`src/rtl/serial_subtractor_pkg.sv`:
```
// Shared definitions for the bit-serial subtractor: state encoding and default width.
package serial_subtractor_pkg;

    localparam int N_DEFAULT = 4;

    typedef enum logic [1:0] {
        IDLE = 2'b00,
        RUN  = 2'b01,
        DONE = 2'b10
    } state_e;

endpackage

```
`src/rtl/serial_subtractor_full_subtractor.sv`:
```
// One-bit full subtractor cell, the subtraction counterpart of the adder's full-adder cell.
module full_subtractor (
    input  logic a,
    input  logic b,
    input  logic bin,
    output logic diff,
    output logic bout
);

    assign diff = a ^ b ^ bin;
    assign bout = (~a & b) | (~(a ^ b) & bin);

endmodule

```
`src/rtl/serial_subtractor.sv`:
```
// Bit-serial n-bit subtractor, d = x - y - bi, LSB first, one bit per clock.
//   state | meaning
//   IDLE  | waiting for start; outputs hold the last result
//   RUN   | one operand bit per edge through the full-subtractor cell
//   DONE  | one-cycle done pulse; start here launches the next operation
module serial_subtractor
    import serial_subtractor_pkg::*;
#(
    parameter int n = N_DEFAULT
) (
    input  logic         clk,
    input  logic         rst,
    input  logic         start,
    input  logic [n-1:0] x,
    input  logic [n-1:0] y,
    input  logic         bi,
    output logic [n-1:0] d,
    output logic         bo,
    output logic         busy,
    output logic         done
);

    localparam int            CW   = $clog2(n);
    localparam logic [CW-1:0] LAST = CW'(n - 1);

    state_e         state_q, state_d;
    logic [n-1:0]   a_q, a_d;
    logic [n-1:0]   b_q, b_d;
    logic [n-1:0]   res_q, res_d;
    logic [n-1:0]   d_q, d_d;
    logic [CW-1:0]  cnt_q, cnt_d;
    logic           br_q, br_d;
    logic           bo_q, bo_d;
    logic           busy_q, busy_d;
    logic           done_q, done_d;

    logic           fs_diff;
    logic           fs_bout;

    full_subtractor u_fs (
        .a    (a_q[0]),
        .b    (b_q[0]),
        .bin  (br_q),
        .diff (fs_diff),
        .bout (fs_bout)
    );

    always_comb begin
        state_d = state_q;
        a_d     = a_q;
        b_d     = b_q;
        res_d   = res_q;
        d_d     = d_q;
        cnt_d   = cnt_q;
        br_d    = br_q;
        bo_d    = bo_q;
        busy_d  = busy_q;
        done_d  = 1'b0;

        case (state_q)
            IDLE, DONE: begin
                if (start) begin
                    a_d     = x;
                    b_d     = y;
                    br_d    = bi;
                    res_d   = '0;
                    cnt_d   = '0;
                    busy_d  = 1'b1;
                    state_d = RUN;
                end else begin
                    busy_d  = 1'b0;
                    state_d = IDLE;
                end
            end
            RUN: begin
                res_d = {fs_diff, res_q[n-1:1]};
                a_d   = a_q >> 1;
                b_d   = b_q >> 1;
                br_d  = fs_bout;
                cnt_d = cnt_q + 1'b1;
                // The last bit completes the result; publish it only now so d/bo never show partials.
                if (cnt_q == LAST) begin
                    d_d     = {fs_diff, res_q[n-1:1]};
                    bo_d    = fs_bout;
                    cnt_d   = '0;
                    done_d  = 1'b1;
                    busy_d  = 1'b0;
                    state_d = DONE;
                end
            end
            default: begin
                busy_d  = 1'b0;
                state_d = IDLE;
            end
        endcase
    end

    always_ff @(posedge clk or posedge rst) begin
        if (rst) begin
            state_q <= IDLE;
            a_q     <= '0;
            b_q     <= '0;
            res_q   <= '0;
            d_q     <= '0;
            cnt_q   <= '0;
            br_q    <= 1'b0;
            bo_q    <= 1'b0;
            busy_q  <= 1'b0;
            done_q  <= 1'b0;
        end else begin
            state_q <= state_d;
            a_q     <= a_d;
            b_q     <= b_d;
            res_q   <= res_d;
            d_q     <= d_d;
            cnt_q   <= cnt_d;
            br_q    <= br_d;
            bo_q    <= bo_d;
            busy_q  <= busy_d;
            done_q  <= done_d;
        end
    end

    assign d    = d_q;
    assign bo   = bo_q;
    assign busy = busy_q;
    assign done = done_q;

endmodule

```
`config.mk`:
```
export PLATFORM = sky130hd
export DESIGN_NAME = serial_subtractor
export DESIGN_NICKNAME = d
export VERILOG_FILES = /design/src/rtl/serial_subtractor_pkg.sv /design/src/rtl/serial_subtractor_full_subtractor.sv /design/src/rtl/serial_subtractor.sv
export SDC_FILE = /design/constraint.sdc
export NUM_CORES = 1
export LEC_CHECK = 0
export ABC_AREA = 1
export BUFFER_PORTS_ARGS = -buffer_cell sky130_fd_sc_hd__buf_2
export CAP_MARGIN = 30
export CELL_PAD_IN_SITES_DETAIL_PLACEMENT = 0
export CELL_PAD_IN_SITES_GLOBAL_PLACEMENT = 2
export CORE_AREA = 2 2 62 64
export DETAILED_ROUTE_END_ITERATION = 10
export DIE_AREA = 0 0 64 66
export HOLD_SLACK_MARGIN = 0.15
export PLACE_DENSITY = 0.84
export SLEW_MARGIN = 20
export SYNTH_ARGS = -nofsm -noshare
export SYNTH_HDL_FRONTEND = slang
export SYNTH_SLANG_ARGS = --single-unit
```
`constraint.sdc`:
```
create_clock -name clk -period 1.3 [get_ports clk]
set_input_delay 0.065 -clock clk [delete_from_list [all_inputs] [get_ports clk]]
set_output_delay 0.065 -clock clk [all_outputs]
set_load 0.005 [all_outputs]
```
* Yosys cells after proc, flatten, opt, wreduce, memory -nomap -nowiden
Index checks and enable logic that the tools add are counted.
** Word-level totals
- Flip-flop bits (word level) :: 24
- Bits of input ports :: 12
- Output and inout port bits :: 7
- Word-level logic and storage cells :: 47
** Cells by class
- $add $sub $neg :: 1
- Eq/ne operators :: 5
- Muxes and demuxes :: 19
- Bitwise operators :: 7
- Reduce and logical (&&, ||, !) cells :: 5
** Operators with widths (count)
- 4-bit case mux with 2 select lines :: 3
- 4-bit 2-to-1 mux :: 3
- 2-bit case mux with 2 select lines :: 2
- 1-bit 2-to-1 mux :: 6
- 2-bit 2-to-1 mux :: 3
- 2-bit == test (second input constant) :: 2
- 2-bit != test (second input constant) :: 2
- 1-bit case mux with 2 select lines :: 2
- 2-bit AND reduction :: 2
- 2-bit by 1-bit adder with 2-bit output (second input constant) :: 1
- 1-bit bitwise AND :: 2
- 2-bit by 1-bit == test with 1-bit output (second input constant) :: 1
- 2-bit logical NOT :: 1
- 1-bit NOT :: 2
- 2-bit nonzero test :: 1
- 2-bit OR reduction :: 1
- 1-bit XOR :: 2
- 1-bit OR :: 1

* Depth between registers and ports, before layout
Gate-level depths: netlist of run 1.
- Depth in word-level cells :: 5
- Gate-level depth with buffers :: 7
- Gate-level depth less buffers :: 7

* Hierarchy
Synthesis of run 1 repeated with hierarchy kept, for this count alone.
** Second synthesis, totals
- Cells, all modules :: 126
- Area total of the unflattened synthesis :: 1121.1 µm²
** Modules (own cells, without submodules)
- serial_subtractor :: instances 1, cells each 122, area an instance 1089.8 µm², sequential area each 575.6 µm²
- full_subtractor :: instances 1, cells each 4, area an instance 31.3 µm², sequential area each 0.0 µm²

* Least setup slack after synthesis of run 1
Ideal clock, no wire load.
- Path type :: register -> register
- From :: reg b_q[0]
- To :: reg br_q
- Setup time :: 0.065 ns
- Arrival :: 1.034 ns
- Data required time :: 1.235 ns
- Path slack :: 0.201 ns
- Cell stages (with the launch flop) :: 8
- Path buffers :: 0
- Period minus slack after synthesis :: 1.099 ns
- Path through :: dfrtp_1 > inv_1 > fa_1 > inv_1 > nand2_1 > nand2_1 > inv_1 > nand2_1
** Between the ends
- Cells in the longest elaborated chain, start to end :: 5
- Elaborated cells between the ends (all ways) :: 6
- Those cells by class :: 1 x mux; 5 x bitwise
** RTL lines
- from (decl) :: line serial_subtractor.sv:28 : logic [n-1:0] b_q, b_d;
- from (signal assigned) :: line serial_subtractor.sv:102 : b_q <= '0;
- from (signal assigned) :: line serial_subtractor.sv:113 : b_q <= b_d;
- 1-bit XOR :: line serial_subtractor_full_subtractor.sv:11 : assign bout = (~a & b) | (~(a ^ b) & bin);
- 1-bit NOT :: line serial_subtractor_full_subtractor.sv:11
- 1-bit bitwise AND :: line serial_subtractor_full_subtractor.sv:11
- 1-bit OR * :: line serial_subtractor_full_subtractor.sv:11
- 1-bit case mux with 2 select lines * :: line serial_subtractor.sv:60 : case (state_q)
- to (signal assigned) :: line serial_subtractor.sv:117 : br_q <= br_d;
- to (decl) :: line serial_subtractor.sv:32 : logic br_q, br_d;
Every way passes the cells marked *; elsewhere a longest branch is shown, timed or not.
A chain may end at the register's enable or synchronous reset.

* Final worst setup path of run 1
Same ends and word-level chain as after synthesis.

==> run metrics, run 1 <==
status=complete, no violations; initial antenna violation count=0; syn nets=139; Hold WS=0.321 ns; P&R area growth vs syn=29.7%; Max Slew Vio Count=0; Pre-antenna DRT Iters=4; final setup vio count=0; CP Launch Type=flop; Crit path required time=1.56 ns; Tot GR Track Use=12.0%; I/O Pins=19; width of the die=64 µm; maximum VDD drop=1.01 mV; largest net degree at the start of global routing=24; Core Area=3550 µm²; vias=865; RSZ-0062 raised after global routing=false; element type at the critical path end=flop; number of antenna-violating nets in the routed design=0; Tot Pwr=3.20 mW; TNS Setup=0 ns; WL/cell=9.86 µm; Die H=66 µm; sequential cell area fraction in the yosys report=52.3%; Final Cycle Share=90.1%; pre-CTS WS=0.0919 ns; final wirelength=2.09 mm; transition time of the tightest slew-check pin=0.295 ns; Synth Warn #=0; Hold Vio Cnt, Final=0; most common cell after layout, fill and taps aside=nand2_1; Buffers on Ports=18; drt initial violations=19; Max Fclk=854 MHz; post-route insts no fill=212; Arr. time, crit path=1.44 ns; Avg Synthesized Cell Area=8.81 µm²; Post-layout nets=179; area post-placement=1280 µm²; PwrDens=2240 nW/µm²; Yosys top cell area share=52.3%; final core occ=40.2%; average vias per placed instance=4.08; synthesis-stage register bit count=23; Syn Std Cell Area=1100 µm²; # diodes=0; initial core utilization=31.0%; HPWL Detailed=1.46 mm; first-pass GRT wire length=4.01 mm; Post-CTS Setup Inserts=0; number of global-route vias before repair=966; final instance area=1430 µm²; CTS tree=yes; Die ar.=4220 µm²; # rows=22; worst setup margin=0.128 ns; Clock Skews=0.00104 ns; DP Cell Count=197; CTS H-tree lvls=1; Worst-Skew Late Latency=0.31 ns; Lkg Pwr=0.797 nW; Synth cell types=16; DR DRC count=0; instance count of the mapped netlist=125; Clock Sinks=23; Final GP Congestion=0.727; Root Driver=clkbuf_4; CTS Buffer Depth=2; Synth area leader=dfrtp_1; largest cells by area after synthesis=dfrtp_1 (52%), nand2_1 (12%), inv_1 (7.8%), o21ai_2 (6.4%), nand3_1 (5.9%); Worst-path clk slew=0.13 ns; fin crit period=1.17 ns; worst-path fanout max=2; # Max-Cap Violations=0; total CTS buffers=3; gr ovfl total=0; worst setup path class=flop to flop; Worst slew margin=80.4%; share of cells above drive strength 1=31.7%; most frequent cells in the layout=nand2_1 (36), inv_1 (23), dfrtp_1 (23), buf_2 (18), nand3_1 (13); Hold Crit Class=primary input to async pin
[state kept, by name, summed over array words and instances, names as in the netlist, 2 cells and up]
signal / cells
cnt_q: 2
a_q: 4
d: 4
state_q: 2
res_q: 3
b_q: 4
[synthesized netlist by cell type]
cell and number:
buf_6 3, dfrtp_1 23, fa_1 1, ha_1 1, inv_1 23, inv_2 3
inv_4 1, nand2_1 36, nand2_2 7, nand2_4 1, nand3_1 13, nor2_1 1
nor2_4 1, o21ai_0 1, o21ai_1 2, o21ai_2 8
[logic make-up after synthesis]
group	count (synthesis)	synth area share (%)
AOI/OAI and AO/OA	11	7.73
DFF	23	52.3
and+or+nand+nor	59	24.5
adders and majority gates	2	2.95
buffers and inverters	30	12.5
[layout make-up]
| cell class | count | area, µm² |
|---|---|---|
| clock inverters | 1 | 5.00 |
| well taps | 48 | 60.1 |
| clock buffers | 3 | 22.5 |
| flip-flops and latches | 23 | 576 |
| fillers | 362 | 2120 |
| inverters | 27 | 104 |
| multi-input cells | 72 | 393 |
| repair buffers | 38 | 268 |
[routing by layer]
layer  global-route usage, %  vias up  wire length, µm
li1                        -      451                -
met2                    21.7       19              950
met4                    1.63        0               13
met5                       0        -                0
met3                    3.58        2               87
met1                    14.2      393             1040
[where the power goes]
part           leakage [nW]  switching (mW)  internal (mW)
Sequential            0.288           0.197           1.05
Combinational         0.491           0.906          0.703
Clock                0.0177           0.223          0.115
[worst max-delay path, stage by stage (launching register included)]
cell and delay [ns]:
dfrtp_1 0.37, inv_1 0.06, fa_1 0.45, inv_1 0.07
nand2_1 0.05, nand2_1 0.05, inv_1 0.04, nand2_1 0.04
[final timing paths]
| check | from | end | slack [ns] | depth (start not counted) |
|---|---|---|---|---|
| max in group asynchronous | rst | a_q[2] | 0.75 | 4 |
| min in group clk | x[3] | a_q[3] | 0.49 | 4 |
| hold reg to reg | d[2] | d[2] | 0.49 | 2 |
| setup / recovery | b_q[0] | br_q | 0.13 | 7 |
| setup reg to reg | b_q[0] | br_q | 0.13 | 7 |
| hold / removal | rst | d[0] | 0.32 | 4 |
[repair_timing]
item	in CTS	in global routing
endpoints found under the setup margin	0	8
resized for setup	0	1
hold endpoints to repair	34	0
hold buffers	11	0
No activity file was read; power rests on OpenSTA's default activity.
==> run 2: changes to the inputs <==
--- a/config.mk
+++ b/config.mk
@@ -13,6 +13,7 @@
 export CORE_AREA = 2 2 62 64
 export DETAILED_ROUTE_END_ITERATION = 10
 export DIE_AREA = 0 0 64 66
+export GPL_TIMING_DRIVEN = 0
 export HOLD_SLACK_MARGIN = 0.15
 export PLACE_DENSITY = 0.84
 export SLEW_MARGIN = 20
==> run 2 against run 1 <==
First-iteration DRC count rose by 16%; critical path depth is 1 lower; highest routed layer unchanged; clock-buffer cell count is the same.
==> run metrics, run 2 (synthesis results as in run 1) <==
RSZ-0062 raised after global routing=false; first-pass GRT wire length=3.80 mm; CP Buf/Inv Count=2; Critical Path Max Stage Delay=0.44 ns; Core Area=3550 µm²; number of global-route vias before repair=849; # rows=22; footprint of the multi-input gates=390 µm²; Worst-Skew Late Latency=0.31 ns; Worst-path clk slew=0.13 ns; # Max-Cap Violations=0; most frequent cells in the layout=nand2_1 (36), inv_1 (23), dfrtp_1 (23), buf_2 (18), nand3_1 (13); status=complete, no violations; largest net degree at the start of global routing=24; Final Cycle Share=93.0%; Worst path slowest cell=dfrtp_1; final instance area=1410 µm²; Die H=66 µm; Lkg Pwr=0.779 nW; Clock Sinks=23; vias=844; element type at the critical path end=flop; crit-path leading delay family=flip-flops; worst setup margin=0.0912 ns; P&R area growth vs syn=27.7%; pre-CTS WS=0.115 ns; most common cell after layout, fill and taps aside=nand2_1; share of cells above drive strength 1=30.2%; Max Fclk=827 MHz; area post-placement=1250 µm²; CP Launch Type=flop; register area=576 µm²; transition time of the tightest slew-check pin=0.377 ns; worst reg2reg setup slack=0.09 ns; CTS tree=yes; Tot GR Track Use=11.5%; Die ar.=4220 µm²; Pre-antenna DRT Iters=4; CTS Buffer Depth=2; worst-path fanout max=10; average vias per placed instance=4.08; Buffers on Ports=18; DR DRC count=0; CP Cell Sequence=inv_2 > nand2_4 > nand2_2 > buf_6 > nand3_1 > nand2_1; final wirelength=2.04 mm; gr ovfl total=0; WL/cell=9.85 µm; Worst slew margin=74.9%; Post-layout nets=174; # diodes=0; PwrDens=2220 nW/µm²; Hold Vio Cnt, Final=0; number of antenna-violating nets in the routed design=0; Post-CTS Setup Inserts=0; fin crit period=1.21 ns; Worst R2R End=b_q[0]; path depth of the worst reg2reg path=6; drt initial violations=22; Max Slew Vio Count=0; total CTS buffers=3; Clock Skews=0.00267 ns; I/O Pins=19; initial core utilization=31.0%; HPWL Detailed=1.44 mm; CTS H-tree lvls=1; initial antenna violation count=0; width of the die=64 µm; final setup vio count=0; Arr. time, crit path=1.47 ns; maximum VDD drop=0.756 mV; worst setup path class=flop to flop; Final GP Congestion=0.754; TNS Setup=0 ns; filler instances=373; R2R Path Start=state_q[1]; post-route insts no fill=207; Hold Crit Class=primary input to async pin; Root Driver=clkbuf_4; Crit path required time=1.56 ns; DP Cell Count=191
==> run 2: worst max-delay path by stage <==
| stage | startpoint | to | slack, ns | cells past startpoint |
|---|---|---|---|---|
| 5_1_grt | state_q[1] | a_q[0] | 0.003 | 6 |
| 3_3_place_gp | state_q[1] | b_q[0] | 0.12 | 6 |
| 6_report | state_q[1] | b_q[0] | 0.09 | 6 |
| 2_1_floorplan | b_q[0] | br_q | 0.20 | 7 |
| 3_5_place_dp | state_q[1] | b_q[0] | 0.11 | 6 |
| 4_1_cts | state_q[1] | b_q[0] | 0.08 | 6 |
==> run 2: worst reg2reg max path, cell delays in order, from the launching register on <==
cell	delay [ns]
dfrtp_1	0.44
inv_2	0.15
nand2_4	0.11
nand2_2	0.14
buf_6	0.17
nand3_1	0.09
nand2_1	0.06
==> run 2: metrics by stage <==
step	utilization [%]	hold WS, ns	total power [mW]
final	39.6	0.254	3.12
after global routing	39.6	0.274	3.51
after CTS	39.1	0.483	3.17
after detailed placement	35.2	0.286	2.80
after global placement	35.2	0.275	2.77
after floorplan	-	0.0669	2.42
==> run 2: where the power goes <==
part / leakage [nW] / total, mW / switching (mW) / internal (mW)
sequential: 0.288 / 1.22 / 0.173 / 1.05
combinational: 0.473 / 1.56 / 0.912 / 0.651
clock: 0.0177 / 0.333 / 0.218 / 0.115
total: 0.779 / 3.12 / 1.30 / 1.82
==> run 2: what timing repair did <==
action | 4_1_cts | 5_1_grt
setup endpoints to repair | 0 | 1
gates resized for setup | 0 | 1
hold buffers | 11 | 0
endpoints found under the hold margin | 36 | 0
==> run 2: cell type report <==
type | count | area share, %
Clock inverter | 1 | 0.356
Sequential cell | 23 | 40.9
Inverter | 27 | 7.38
Timing Repair Buffer | 30 | 15.3
Clock buffer | 3 | 1.60
Tap cell | 48 | 4.27
Buffer | 3 | 2.40
Multi-Input combinational cell | 72 | 27.8
==> run 2: per-layer routing <==
metal	vias up	routed length (µm)	track usage [%]	part of all wire [%]
met5	-	0	0	0
met4	0	12	1.63	0.59
met3	2	53	3.07	2.6
met2	14	948	18.9	46
met1	384	1030	15.4	50
li1	444	-	-	-
==> run 3: changes to the inputs <==
--- a/config.mk
+++ b/config.mk
@@ -6,16 +6,17 @@
 export NUM_CORES = 1
 export LEC_CHECK = 0
 export ABC_AREA = 1
-export BUFFER_PORTS_ARGS = -buffer_cell sky130_fd_sc_hd__buf_2
 export CAP_MARGIN = 30
 export CELL_PAD_IN_SITES_DETAIL_PLACEMENT = 0
 export CELL_PAD_IN_SITES_GLOBAL_PLACEMENT = 2
 export CORE_AREA = 2 2 62 64
 export DETAILED_ROUTE_END_ITERATION = 10
 export DIE_AREA = 0 0 64 66
+export DONT_BUFFER_PORTS = 1
 export GPL_TIMING_DRIVEN = 0
 export HOLD_SLACK_MARGIN = 0.15
-export PLACE_DENSITY = 0.84
+export PLACE_DENSITY = 0.77
+export SETUP_SLACK_MARGIN = 0.4
 export SLEW_MARGIN = 20
 export SYNTH_ARGS = -nofsm -noshare
 export SYNTH_HDL_FRONTEND = slang
==> run 3 against run 2 <==
Combinational power rose by 66%; register-to-register slack improved by 0.04 ns; worst hold slack got worse by 0.096 ns; final cell count fell by 1.4%; routed wire length rose by 16%; setup slack improved by 0.044 ns; sequential cell count did not move; sequential power rose by 4%; fmax rose by 3.7%; total power rose by 34%; die area did not move; critical endpoint is now d[3].
==> run metrics, run 3 (synthesis results as in run 1) <==
status=complete, no violations; number of antenna-violating nets in the routed design=0; Clock Skews=0.00473 ns; share of cells above drive strength 1=39.1%; Hold Crit Class=primary input to async pin; Clock Sinks=23; worst setup margin=0.135 ns; initial core utilization=31.0%; most common cell after layout, fill and taps aside=nand2_1; WL/cell=11.6 µm; vias=854; # rows=22; Post-layout nets=171; filler instances=335; average vias per placed instance=4.19; Max Slew Vio Count=0; DR DRC count=0; Worst path slowest cell=fa_2; CP most frequent cell=nand2_1; Worst-Skew Late Latency=0.31 ns; Tot GR Track Use=13.3%; CTS Buffer Depth=2; element type at the critical path end=flop; initial antenna violation count=0; RSZ-0062 raised after global routing=true; first-pass GRT wire length=4.28 mm; HPWL Detailed=1.48 mm; Worst-path clk slew=0.13 ns; # diodes=0; Final Cycle Share=89.6%; CTS H-tree lvls=1; CP Cell Sequence=inv_2 > fa_2 > nand2_1 > nand2_1; largest net degree at the start of global routing=24; Arr. time, crit path=1.42 ns; worst-path fanout max=2; P&R area growth vs syn=49.4%; width of the die=64 µm; Lkg Pwr=0.840 nW; fin crit period=1.17 ns; worst setup path class=flop to flop; # Max-Cap Violations=0; Crit path required time=1.56 ns; Max Fclk=858 MHz; CP Launch Type=flop; maximum VDD drop=0.889 mV; Pre-antenna DRT Iters=4; Final GP Congestion=0.708; Hold Vio Cnt, Final=0; Core Area=3550 µm²; final setup vio count=0; Worst slew margin=74.6%; most frequent cells in the layout=nand2_1 (33), dfrtp_1 (23), inv_1 (20), o21ai_2 (11), dlygate4sd3_1 (11); number of global-route vias before repair=931; Buffers on Ports=0; pre-CTS WS=0.105 ns; gr ovfl total=0; TNS Setup=0 ns; total CTS buffers=3; Die ar.=4220 µm²; Root Driver=clkbuf_4; drt initial violations=38; PwrDens=2550 nW/µm²; Die H=66 µm; transition time of the tightest slew-check pin=0.380 ns; Critical Path Max Stage Delay=0.58 ns; CTS tree=yes; final wirelength=2.36 mm; I/O Pins=19
[run 3: cell count changes in the layout (fill, tap and decap cells not counted), sizes merged]
cell and delta:
buf -3, clkbuf +1, clkinv -1
[run 3: worst max-delay path: cells and delay by family, from the launching register on]
family | cells | cell delay, ns
adder cells (fa/ha/maj) | 1 | 0.58
buffers and inverters | 1 | 0.05
flip-flops | 1 | 0.38
AND/OR/NAND/NOR | 2 | 0.10
[run 3: path summary, 6_finish.rpt]
kind | to | slack (ns) | depth (start not counted) | startpoint
hold reg to reg | b_q[1] | 0.50 | 2 | b_q[1]
setup / recovery | d[3] | 0.13 | 4 | b_q[0]
setup reg to reg | d[3] | 0.13 | 4 | b_q[0]
max in group asynchronous | cnt_q[1] | 0.74 | 3 | rst
hold / removal | busy | 0.16 | 2 | rst
min in group clk | a_q[3] | 0.42 | 3 | x[3]
[run 3: what timing repair did]
action | 4_1_cts | 5_1_grt
hold buffers | 10 | 1
endpoints found under the hold margin | 39 | 23
endpoints found under the setup margin | 23 | 23
pin swaps | 8 | 4
cloned | 1 | 0
buffers inserted | 13 | 1
resized for setup | 19 | 8
[run 3: through the flow]
stage	hold WS (ns)	instance area, µm²	instances	power, mW	util, %
after floorplan	0.0669	1180	125	2.65	-
after global placement	0.189	1240	173	2.93	35.0
after detailed placement	0.199	1240	173	2.97	35.0
after CTS	-0.152	1570	201	4.11	44.3
after global routing	0.155	1650	204	4.60	46.3
final	0.158	1650	204	4.19	46.3
[run 3: power by group]
group | internal (mW) | switching (mW)
logic | 1.32 | 1.27
clock network | 0.120 | 0.213
registers | 1.05 | 0.215
[run 3: layout make-up]
type / instances / area (µm²) / share of cell area [%]
sequential: 23 / 576 / 35.0
multi-input combinational: 72 / 500 / 30.4
timing repair buffer: 27 / 318 / 19.3
inverter: 27 / 119 / 7.22
tap: 48 / 60.1 / 3.65
buffer: 3 / 46.3 / 2.81
clock buffer: 4 / 26.3 / 1.60
[run 3: routing by layer]
layer / global-route usage, % / up-vias / routed length (µm)
met4: 4.08 / 0 / 8
li1: - / 439 / -
met2: 23.2 / 15 / 1190
met1: 16.5 / 398 / 1090
met3: 2.73 / 2 / 64
met5: 0 / - / 0
